**config.mk**
```make
export PLATFORM = sky130hd
export DESIGN_NAME = stage2_seq_ctrl
export DESIGN_NICKNAME = d
export VERILOG_FILES = /design/src/rtl/stage2_seq_pkg.sv /design/src/rtl/stage2_bound_acc.sv /design/src/rtl/stage2_seq_ctrl.sv
export SDC_FILE = /design/constraint.sdc
export NUM_CORES = 1
export LEC_CHECK = 0
export ABC_AREA = 1
export BUFFER_PORTS_ARGS = -buffer_cell sky130_fd_sc_hd__buf_2
export CORE_MARGIN = 5
export CORE_UTILIZATION = 31
export CTS_BUF_LIST = sky130_fd_sc_hd__clkbuf_4
export CTS_CLUSTER_DIAMETER = 200
export CTS_CLUSTER_SIZE = 10
export DETAILED_ROUTE_END_ITERATION = 10
export SLEW_MARGIN = 5
export SYNTH_ARGS = -nofsm -noshare
export SYNTH_HDL_FRONTEND = slang
export SYNTH_SLANG_ARGS = --single-unit
```
**constraint.sdc**
```tcl
create_clock -name CLK_i -period 18.76 [get_ports CLK_i]
set_input_delay 0.938 -clock CLK_i [delete_from_list [all_inputs] [get_ports CLK_i]]
set_output_delay 0.938 -clock CLK_i [all_outputs]
set_load 0.01 [all_outputs]
```
**src/rtl/stage2_seq_pkg.sv**
```systemverilog
// Shared types, constants and stage lookup for the stage-2 job sequencer.
// Datapath geometry (NSTAGE, STEP_W) is fixed here and used by every file of the block.
package stage2_seq_pkg;

  localparam int NSTAGE = 7;
  localparam int STEP_W = 8;
  // Prefix sums are wide enough that even NSTAGE maximal lengths cannot wrap.
  localparam int ACC_W  = STEP_W + 4;

  localparam logic [2:0] STAGE_FIN  = 3'd7;
  localparam logic [2:0] MODE_STAGE = 3'd1;

  typedef enum logic [1:0] {IDLE, LOAD, RUN, DONE} stage2_state_e;

  typedef logic [NSTAGE-1:0][STEP_W-1:0] stage_vec_t;

  // Smallest non-empty stage whose boundary still covers step; STAGE_FIN once past the end.
  function automatic logic [2:0] next_stage(input logic [STEP_W:0] step,
                                            input stage_vec_t      bounds,
                                            input stage_vec_t      lens);
    logic [2:0] stage;
    stage = STAGE_FIN;
    for (int k = NSTAGE - 1; k >= 0; k--) begin
      if (lens[k] != '0 && step <= {1'b0, bounds[k]}) stage = 3'(k);
    end
    return stage;
  endfunction

endpackage

```
**src/rtl/stage2_bound_acc.sv**
```systemverilog
// Combinational prefix sum of per-stage lengths: boundary[k] = sum(len[0..k]) - 1,
// plus an overflow flag when the job total exceeds 2^STEP_W steps.
module stage2_bound_acc
  import stage2_seq_pkg::*;
(
  input  stage_vec_t lens_i,
  output stage_vec_t bounds_o,
  output logic       ovf_o
);

  logic [ACC_W-1:0] sum;

  // NOTE: every variable written here gets a value before any branch or loop, so no latch can form.
  always_comb begin
    sum      = '0;
    bounds_o = '0;
    for (int k = 0; k < NSTAGE; k++) begin
      sum         = sum + ACC_W'(lens_i[k]);
      bounds_o[k] = STEP_W'(sum - ACC_W'(1));
    end
    ovf_o = sum > ACC_W'(1 << STEP_W);
  end

endmodule

```
**src/rtl/stage2_seq_ctrl.sv**
```systemverilog
// Stage-2 job sequencer: captures stage lengths, steps through stages under a
// valid/ready handshake and pulses done. Define STAGE2_SEQ_PERF_EN for perf counters.
module stage2_seq_ctrl
  import stage2_seq_pkg::*;
(
  input  logic                     CLK_i,
  input  logic                     RST_ni,
  input  logic                     start_i,
  input  logic [NSTAGE*STEP_W-1:0] stage_len_i,
  input  logic                     in_valid_i,
  output logic                     in_ready_o,
  input  logic                     out_ready_i,
  output logic                     out_valid_o,
  output logic                     stall_o,
  output logic [2:0]               stage_o,
  output logic [STEP_W-1:0]        step_o,
  output logic [NSTAGE*STEP_W-1:0] stage_boundary_o,
  output logic                     mode_o,
  output logic                     busy_o,
  output logic                     done_o,
  output logic                     err_o
`ifdef STAGE2_SEQ_PERF_EN
  ,
  output logic [31:0]              perf_stall_cnt_o,
  output logic [31:0]              perf_run_cnt_o
`endif
);

  stage2_state_e     state_q, state_d;
  stage_vec_t        len_q, len_d;
  stage_vec_t        bnd_q, bnd_d;
  stage_vec_t        acc_bnd;
  logic [STEP_W-1:0] step_q, step_d;
  logic [2:0]        stage_q, stage_d;
  logic              err_q, err_d;
  logic              acc_ovf;
  logic              fire;
  logic              accept;
  logic [STEP_W:0]   step_inc;
  logic [2:0]        load_stage;
  logic [2:0]        run_stage;

  stage2_bound_acc u_bound_acc (
    .lens_i   (len_q),
    .bounds_o (acc_bnd),
    .ovf_o    (acc_ovf)
  );

  assign fire       = (state_q == RUN) && in_valid_i && out_ready_i;
  assign accept     = (state_q == IDLE) && start_i;
  // One extra bit so a job of exactly 2^STEP_W steps still sees its end after step wraps.
  assign step_inc   = {1'b0, step_q} + (STEP_W + 1)'(1);
  assign load_stage = next_stage('0, acc_bnd, len_q);
  assign run_stage  = next_stage(step_inc, bnd_q, len_q);

  always_comb begin
    state_d = state_q;
    len_d   = len_q;
    bnd_d   = bnd_q;
    step_d  = step_q;
    stage_d = stage_q;
    err_d   = err_q;
    unique case (state_q)
      IDLE: begin
        if (start_i) begin
          len_d   = stage_len_i;
          err_d   = 1'b0;
          state_d = LOAD;
        end
      end
      LOAD: begin
        if (acc_ovf) begin
          err_d   = 1'b1;
          state_d = IDLE;
        end else begin
          bnd_d   = acc_bnd;
          step_d  = '0;
          stage_d = load_stage;
          state_d = (load_stage == STAGE_FIN) ? DONE : RUN;
        end
      end
      RUN: begin
        if (fire) begin
          step_d  = step_inc[STEP_W-1:0];
          stage_d = run_stage;
          if (run_stage == STAGE_FIN) state_d = DONE;
        end
      end
      DONE:    state_d = IDLE;
      default: state_d = IDLE;
    endcase
  end

  // NOTE: state registers use non-blocking assignments so every flop samples pre-edge values.
  always_ff @(posedge CLK_i) begin
    if (!RST_ni) begin
      state_q <= IDLE;
      len_q   <= '0;
      bnd_q   <= '0;
      step_q  <= '0;
      stage_q <= '0;
      err_q   <= 1'b0;
    end else begin
      state_q <= state_d;
      len_q   <= len_d;
      bnd_q   <= bnd_d;
      step_q  <= step_d;
      stage_q <= stage_d;
      err_q   <= err_d;
    end
  end

  assign in_ready_o       = fire;
  assign out_valid_o      = fire;
  assign stall_o          = !fire;
  assign stage_o          = stage_q;
  assign step_o           = step_q;
  assign stage_boundary_o = bnd_q;
  assign mode_o           = (stage_q != MODE_STAGE);
  assign busy_o           = (state_q != IDLE);
  assign done_o           = (state_q == DONE);
  assign err_o            = err_q;

`ifdef STAGE2_SEQ_PERF_EN
  logic [31:0] perf_stall_q;
  logic [31:0] perf_run_q;

  always_ff @(posedge CLK_i) begin
    if (!RST_ni || accept) begin
      perf_stall_q <= '0;
      perf_run_q   <= '0;
    end else if (state_q == RUN) begin
      if (perf_run_q != '1)            perf_run_q   <= perf_run_q + 32'd1;
      if (!fire && perf_stall_q != '1) perf_stall_q <= perf_stall_q + 32'd1;
    end
  end

  assign perf_stall_cnt_o = perf_stall_q;
  assign perf_run_cnt_o   = perf_run_q;
`endif

endmodule
```
==> flow_metrics.env, run 1 <==
export IMPL_slew_viol_final=0
export IMPL_drt_antenna_violating_nets=0
export IMPL_worstPathRequired_ns=19.26
export IMPL_htreeDepth=4
export IMPL_final_cell_area_mm2=0.0108
export IMPL_holdBufCountCts=0
export IMPL_root_buffer="clkbuf_4"
export IMPL_relSlewSlack=0.267
export IMPL_routed_via_count=9008
export IMPL_rows=64
export IMPL_coreArea_mm2=0.0304
export IMPL_fin_nets=1686
export IMPL_leakage_uw=0.00532
export IMPL_grt_pass1_vias=8537
export IMPL_dp_hpwl_um=22000
export IMPL_drt_wirelength_per_cell_um=14.8
export IMPL_cts_sinks=126
export IMPL_rsz0062_at_grt="false"
export IMPL_arrival_ns=8.44
export IMPL_post_synth_num_cell_types=45
export IMPL_avgSynthCellArea_um2=6.83
export IMPL_multi_input_area_mm2=0.00610
export IMPL_ys_seq_elements=126
export IMPL_die_area_mm2=0.0342
export IMPL_firstDrtPassIters=5
export IMPL_path_clk_slew_ns=0.13
export IMPL_clockBufferDepth=2
export IMPL_finalWeightedCongestion=0.873
export IMPL_period_minus_slack_ns=7.95
export IMPL_drt_vias_per_instance=4.70
export IMPL_dpl_cell_area_mm2=0.0105
export IMPL_netlist_area_mm2=0.00949
export IMPL_synth_async_reset_ratio=0
export IMPL_track_usage=0.164
export IMPL_grt_pass1_wl_um=44800
export IMPL_cpMaxStageDelayCell="inv_2"
export IMPL_worstSetupStartpointType="flop"
export IMPL_whs_ns=0.490
export IMPL_fillCellCount=3294
export IMPL_antenna_found_initial=3
export IMPL_drc=0
export IMPL_max_freq_mhz=126
export IMPL_power_uw=2220
export IMPL_cts_tree="built"
export IMPL_die_w_um=185
export IMPL_crit_path_start="len_q[0]"
export IMPL_tightest_slew_ns=1.10
export IMPL_crit_end="stage_boundary_o[14]"
export IMPL_area_delta_synth_final_pct=13.7
export IMPL_status="complete, no violations"
export IMPL_hold_viol_final=0
export IMPL_seq_area_mm2=0.00252
export IMPL_overflow=0
export IMPL_grt_max_degree=77
export IMPL_die_y_um=185
export IMPL_postCtsSetupBuffers=0
export IMPL_irDropWorstVdd_v=0.000122
export IMPL_r2r_end="stage_boundary_o[14]"
export IMPL_end_kind="flop"
export IMPL_finalSetupViolCount=0
export IMPL_syn_nets=1570
export IMPL_holdCritPathClass="reg -> reg"
export IMPL_initial_core_util=0.312
export IMPL_cts_buffers=17
export IMPL_synth_edf_count=0
export IMPL_drt_iter0_drc=512
export IMPL_path_max_fanout=57
export IMPL_clk_insertion_delay_late_ns=0.57
export IMPL_cts_resized=0
export IMPL_ys_warnings_count=0
export IMPL_netlist_instances=1389
export IMPL_r2r_worst_path_cells=34
export IMPL_yosysSeqAreaShare=0.266
export IMPL_fin_tns_setup_ns=0
export IMPL_timing_reg2reg_setup_slack_ns=10.81
export IMPL_wl_um=28400
export IMPL_portBuffers=134
export IMPL_maxCapViolCount=0
export IMPL_timing_rr_start="len_q[0]"
export IMPL_critPathMaxStageDelay_ns=0.78
export IMPL_post_route_period_util=0.424
export IMPL_fin_worst_skew_ns=0.0242
export IMPL_critPathKind="reg -> reg"
export IMPL_drive_gt1_frac=0.140
export IMPL_power_density_mw_per_mm2=206
export IMPL_synthFlopType="dfxtp_1"
export IMPL_ios=135
export IMPL_final_core_util=0.354
export IMPL_crit_top_cell="nand2_1"
[how the worst min path moves through the flow]
stage                               startpoint              endpoint  cells after the start
after floorplan                      len_q[11]             len_q[11]                      2
final                     stage_boundary_o[54]  stage_boundary_o[54]                      2
after detailed placement  stage_boundary_o[54]  stage_boundary_o[54]                      2
after global routing      stage_boundary_o[54]  stage_boundary_o[54]                      2
after global placement    stage_boundary_o[27]  stage_boundary_o[27]                      2
after CTS                 stage_boundary_o[54]  stage_boundary_o[54]                      2
[worst max-delay path, delay by kind of cell, from the launching register on]
kind                       cells  cell delay, ns
adders and majority gates      7            2.38
and+or+nand+nor               15            1.71
xor gates and xnor gates       4            1.40
AOI/OAI and AO/OA              6            1.15
buffers and inverters          2            0.85
DFF                            1            0.34
[report_power, final]
part | switching, uW | internal [uW]
Combinational | 1030 | 583
Sequential | 64.0 | 333
Clock | 115 | 91.7
[cell families (layout without fill, tap and decap cells)]
group,count (synthesis),count (layout),share of synthesized area
XOR/XNOR,78,78,0.0720
AND/OR/NAND/NOR,604,604,0.267
other,0,1,0
buffers and inverters,217,346,0.0914
AO/OA/AOI/OAI,244,244,0.140
flip-flops,126,126,0.266
adder cells (fa/ha/maj),120,120,0.163
[registers in the layout (all words and copies together) (netlist names), named ones only]
signal and cells:
len_q 56, state_q 1, stage_o 3, err_o 1
stage_boundary_o 56, step_o 8
[layout by cell type, fill, tap and decap left out, types with 5 or more instances in the layout]
| master | synthesis | layout |
|---|---|---|
| clkbuf_4 | 0 | 17 |
| nor4_1 | 13 | 13 |
| dfxtp_1 | 126 | 126 |
| xor2_1 | 57 | 57 |
| a21oi_1 | 132 | 132 |
| clkinv_4 | 0 | 5 |
| ha_1 | 114 | 114 |
| a21oi_2 | 12 | 12 |
| buf_4 | 2 | 5 |
| nand3_1 | 59 | 59 |
| or2_2 | 6 | 6 |
| nor3_1 | 21 | 21 |
| inv_1 | 169 | 169 |
| clkinv_1 | 3 | 5 |
| o21ai_0 | 74 | 74 |
| nand3b_1 | 6 | 6 |
| nor2_1 | 164 | 164 |
| xnor2_1 | 21 | 21 |
| nand2_1 | 300 | 299 |
| buf_2 | 9 | 134 |
| nand2_2 | 13 | 14 |
| fa_1 | 6 | 6 |
| nand4_1 | 10 | 10 |
[layout make-up]
type	count	area share
antenna	1	0.000232
clock buffer	17	0.0118
clock inverter	15	0.0158
inverter	175	0.0609
multi-input combinational	1046	0.566
sequential	126	0.234
tap	396	0.0460
timing repair buffer	139	0.0657
[Yosys cell counts, drive strengths merged (2+ instances only)]
master,instances,area share
nand2,313,0.13
inv,172,0.068
nor2,165,0.066
a21oi,144,0.081
dfxtp,126,0.27
ha,114,0.15
o21ai,76,0.040
nand3,61,0.033
xor2,57,0.053
clkbuf,25,0.0099
nor3,21,0.011
xnor2,21,0.019
buf,17,0.012
nor4,13,0.0086
nand4,10,0.0066
or2,7,0.0046
fa,6,0.013
nand3b,6,0.0047
a31o,4,0.0037
and2,4,0.0026
o211ai,4,0.0032
o21bai,4,0.0032
a21o,3,0.0024
clkinv,3,0.0012
o21a,3,0.0024
o31ai,3,0.0024
and3,2,0.0013
[per-layer routing]
| layer | vias up | part of all wire | track usage |
|---|---|---|---|
| met1 | 4080 | 0.47 | 0.216 |
| li1 | 4749 | - | - |
| met2 | 151 | 0.46 | 0.274 |
| met5 | - | 0.00070 | 0 |
| met4 | 2 | 0.016 | 0.0399 |
| met3 | 26 | 0.050 | 0.0381 |
[stage by stage]
step	instances	setup WS, ns
after floorplan	1389	12.27
after global placement	1882	11.06
after detailed placement	1882	10.90
after CTS	1914	10.85
after global routing	1915	10.08
final	1915	10.81
No activity file was read; power rests on OpenSTA's default activity.
==> run 2, diff against run 1 <==
--- a/config.mk
+++ b/config.mk
@@ -5,7 +5,7 @@
 export SDC_FILE = /design/constraint.sdc
 export NUM_CORES = 1
 export LEC_CHECK = 0
-export ABC_AREA = 1
+export ABC_AREA = 0
 export BUFFER_PORTS_ARGS = -buffer_cell sky130_fd_sc_hd__buf_2
 export CORE_MARGIN = 5
 export CORE_UTILIZATION = 31
==> constraint.sdc (replaced) <==
create_clock -name CLK_i -period 7 [get_ports CLK_i]
set_input_delay 0.35 -clock CLK_i [delete_from_list [all_inputs] [get_ports CLK_i]]
set_output_delay 0.35 -clock CLK_i [all_outputs]
set_load 0.01 [all_outputs]
==> flow_metrics.env, run 2 <==
export IMPL_layout_commonest_cell="nand2_1"
export IMPL_track_usage=0.171
export IMPL_fin_tns_setup_ns=0
export IMPL_firstDrtPassIters=5
export IMPL_combPwrFrac=0.724
export IMPL_arrival_ns=7.38
export IMPL_drt_antenna_violating_nets=0
export IMPL_clockBufferDepth=2
export IMPL_worstSetupStartpointType="flop"
export IMPL_cpMaxStageDelayCell="fa_2"
export IMPL_finalWeightedCongestion=0.860
export IMPL_internal_power_uw=3100
export IMPL_critPathMaxStageDelay_ns=0.61
export IMPL_fin_worst_skew_ns=0.0251
export IMPL_status="complete, no violations"
export IMPL_path_clk_slew_ns=0.12
export IMPL_period_minus_slack_ns=6.89
export IMPL_synth_top_cell_area_share=0.266
export IMPL_yosys_mux_area_fraction=0.0554
export IMPL_holdCritPathClass="in -> reg"
export IMPL_die_w_um=185
export IMPL_irDropWorstVdd_v=0.000192
export IMPL_die_area_mm2=0.0342
export IMPL_htreeDepth=4
export IMPL_synth_top_family_by_area="simple AND/OR/NAND/NOR gates"
export IMPL_pwr_share_seq=0.188
export IMPL_critPathTopFamily="adder cells"
export IMPL_rsz0062_at_grt="true"
export IMPL_yosys_top_cells_area="dfxtp_1 (27%), ha_1 (15%), nand2_1 (6.3%)"
export IMPL_synth_edf_count=0
export IMPL_setup_slack_ns=0.112
export IMPL_clk_insertion_delay_late_ns=0.57
export IMPL_synthXorXnorAreaFrac=0.0728
export IMPL_dp_hpwl_um=22700
export IMPL_final_cell_mix="nand2_1 (159), buf_2 (134), dfxtp_1 (123)"
export IMPL_die_y_um=185
export IMPL_ys_warnings_count=0
export IMPL_rows=64
export IMPL_antenna_found_initial=1
export IMPL_syn_nets=1364
export IMPL_synthFlopType="dfxtp_1"
export IMPL_cp_num_buf_inv=5
export IMPL_synthTopCellsByCount="nand2_1 (159), dfxtp_1 (126), ha_1 (114), nor2_1 (112), a21oi_1 (108)"
export IMPL_ys_seq_elements=126
export IMPL_grt_pass1_vias=8970
export IMPL_power_density_mw_per_mm2=440
export IMPL_initial_core_util=0.312
export IMPL_stdcell_count=1881
export IMPL_coreArea_mm2=0.0304
export IMPL_root_buffer="clkbuf_4"
export IMPL_wl_um=30100
export IMPL_maxCapViolCount=0
export IMPL_hold_viol_final=0
export IMPL_synth_top_area_cell="dfxtp_1"
export IMPL_drc=0
export IMPL_pre_cts_ws_ns=-0.266
export IMPL_grt_max_degree=87
export IMPL_area_delta_synth_final_pct=34.6
export IMPL_synthAdderAreaFrac=0.163
export IMPL_portBuffers=134
export IMPL_sw_frac_of_total=0.447
export IMPL_finalSetupViolCount=0
export IMPL_drt_wirelength_per_cell_um=16.0
export IMPL_dpl_cell_area_mm2=0.0113
export IMPL_end_kind="flop"
export IMPL_slew_viol_final=0
export IMPL_avgSynthCellArea_um2=8.02
export IMPL_overflow=0
export IMPL_final_core_util=0.420
export IMPL_relSlewSlack=0.256
export IMPL_cts_buffers=17
export IMPL_netlist_instances=1183
export IMPL_tightest_slew_ns=1.12
export IMPL_critPathKind="reg -> reg"
export IMPL_netlist_area_mm2=0.00949
export IMPL_routed_via_count=9218
export IMPL_yosysSeqAreaShare=0.266
export IMPL_grt_pass1_wl_um=46800
export IMPL_crit_top_cell="fa_2"
export IMPL_path_max_fanout=6
export IMPL_worstPathRequired_ns=7.50
export IMPL_drive_gt1_frac=0.275
export IMPL_p_sw_uw=2510
export IMPL_post_synth_num_cell_types=75
export IMPL_ios=135
export IMPL_synth_most_common_cell="nand2_1"
export IMPL_synth_async_reset_ratio=0
export IMPL_drt_iter0_drc=413
export IMPL_cts_sinks=126
export IMPL_post_route_period_util=0.984
export IMPL_synth_compound_area_frac=0.173
export IMPL_drt_vias_per_instance=4.90
export IMPL_fin_nets=1650
export IMPL_max_freq_mhz=145
export IMPL_final_cell_area_mm2=0.0128
export IMPL_pwr_share_clk=0.088
export IMPL_leakage_uw=0.00604
export IMPL_synth_simple_gate_area_share=0.207
export IMPL_cts_tree="built"
export IMPL_dp_cells=1779
## run 2: stage by stage
stage | total power (uW) | hold slack (ns)
after floorplan | 3370 | 0.447
final | 5610 | 0.0301
after CTS | 5320 | 0.000299
after detailed placement | 4620 | 0.457
after global placement | 4570 | 0.459
after global routing | 6070 | 0.00363
## run 2: logic make-up after synthesis
family          count (synthesis)
simple gates                  420
compound gates                254
buf+inv                       135
flops                         126
fa+ha+maj                     120
xor+xnor                       78
mux                            50
## run 2: worst paths after layout
kind / cells after the start / slack (ns) / from / to
max: 27 / 0.11 / len_q[0] / stage_boundary_o[41]
min: 3 / 0.03 / stage_len_i[2] / len_q[2]
max reg2reg: 27 / 0.11 / len_q[0] / stage_boundary_o[41]
min reg2reg: 2 / 0.48 / len_q[40] / len_q[40]
## run 2: area by class of cell
cell class | instances | area (um^2)
Clock buffer | 21 | 158
Timing Repair Buffer | 303 | 2190
Antenna cell | 3 | 7.51
Inverter | 99 | 373
Fill cell | 3113 | 17700
Tap cell | 396 | 495
Sequential cell | 126 | 2530
Multi-Input combinational cell | 922 | 6920
Clock inverter | 11 | 95.1
## run 2: worst reg2reg max path, cell delays in order (launching register included)
cell and delay (ns):
dfxtp_1 0.36, ha_4 0.18, fa_2 0.57, inv_2 0.06, fa_2 0.49, fa_2 0.62, inv_1 0.07, ha_1 0.29
a211oi_1 0.28, nor2_2 0.10, o31a_1 0.31, a21oi_2 0.21, ha_4 0.25, buf_6 0.11, a2bb2oi_2 0.17, nor2b_4 0.19
xnor2_2 0.09, ha_1 0.32, o21ai_2 0.07, o21ai_2 0.23, xor2_2 0.12, or4_4 0.57, a21oi_4 0.20, o2111ai_4 0.24
buf_12 0.23, buf_12 0.13, mux2_4 0.28, nor2_1 0.08
## run 2: power by group through the flow
stage               logic [uW]  clock network, uW  registers [uW]
floorplan                 2320                  0            1060
global placement          3500                  0            1070
detailed placement        3550                  0            1070
CTS                       3770                505            1050
global route              4460                533            1080
finish                    4060                494            1050
## run 2: metal layers
metal,track usage,share of wire
met4,0.0446,0.018
met2,0.291,0.47
met5,0,0
met1,0.223,0.46
met3,0.0336,0.049
## run 2: timing repair
action                     in CTS  in global routing
hold buffers                   43                  0
gates cloned                    3                  0
pin swaps                       8                 52
hold endpoints to repair       43                  0
resized for setup              27                 86
setup buffers                   6                 16
setup endpoints to repair      68                 70
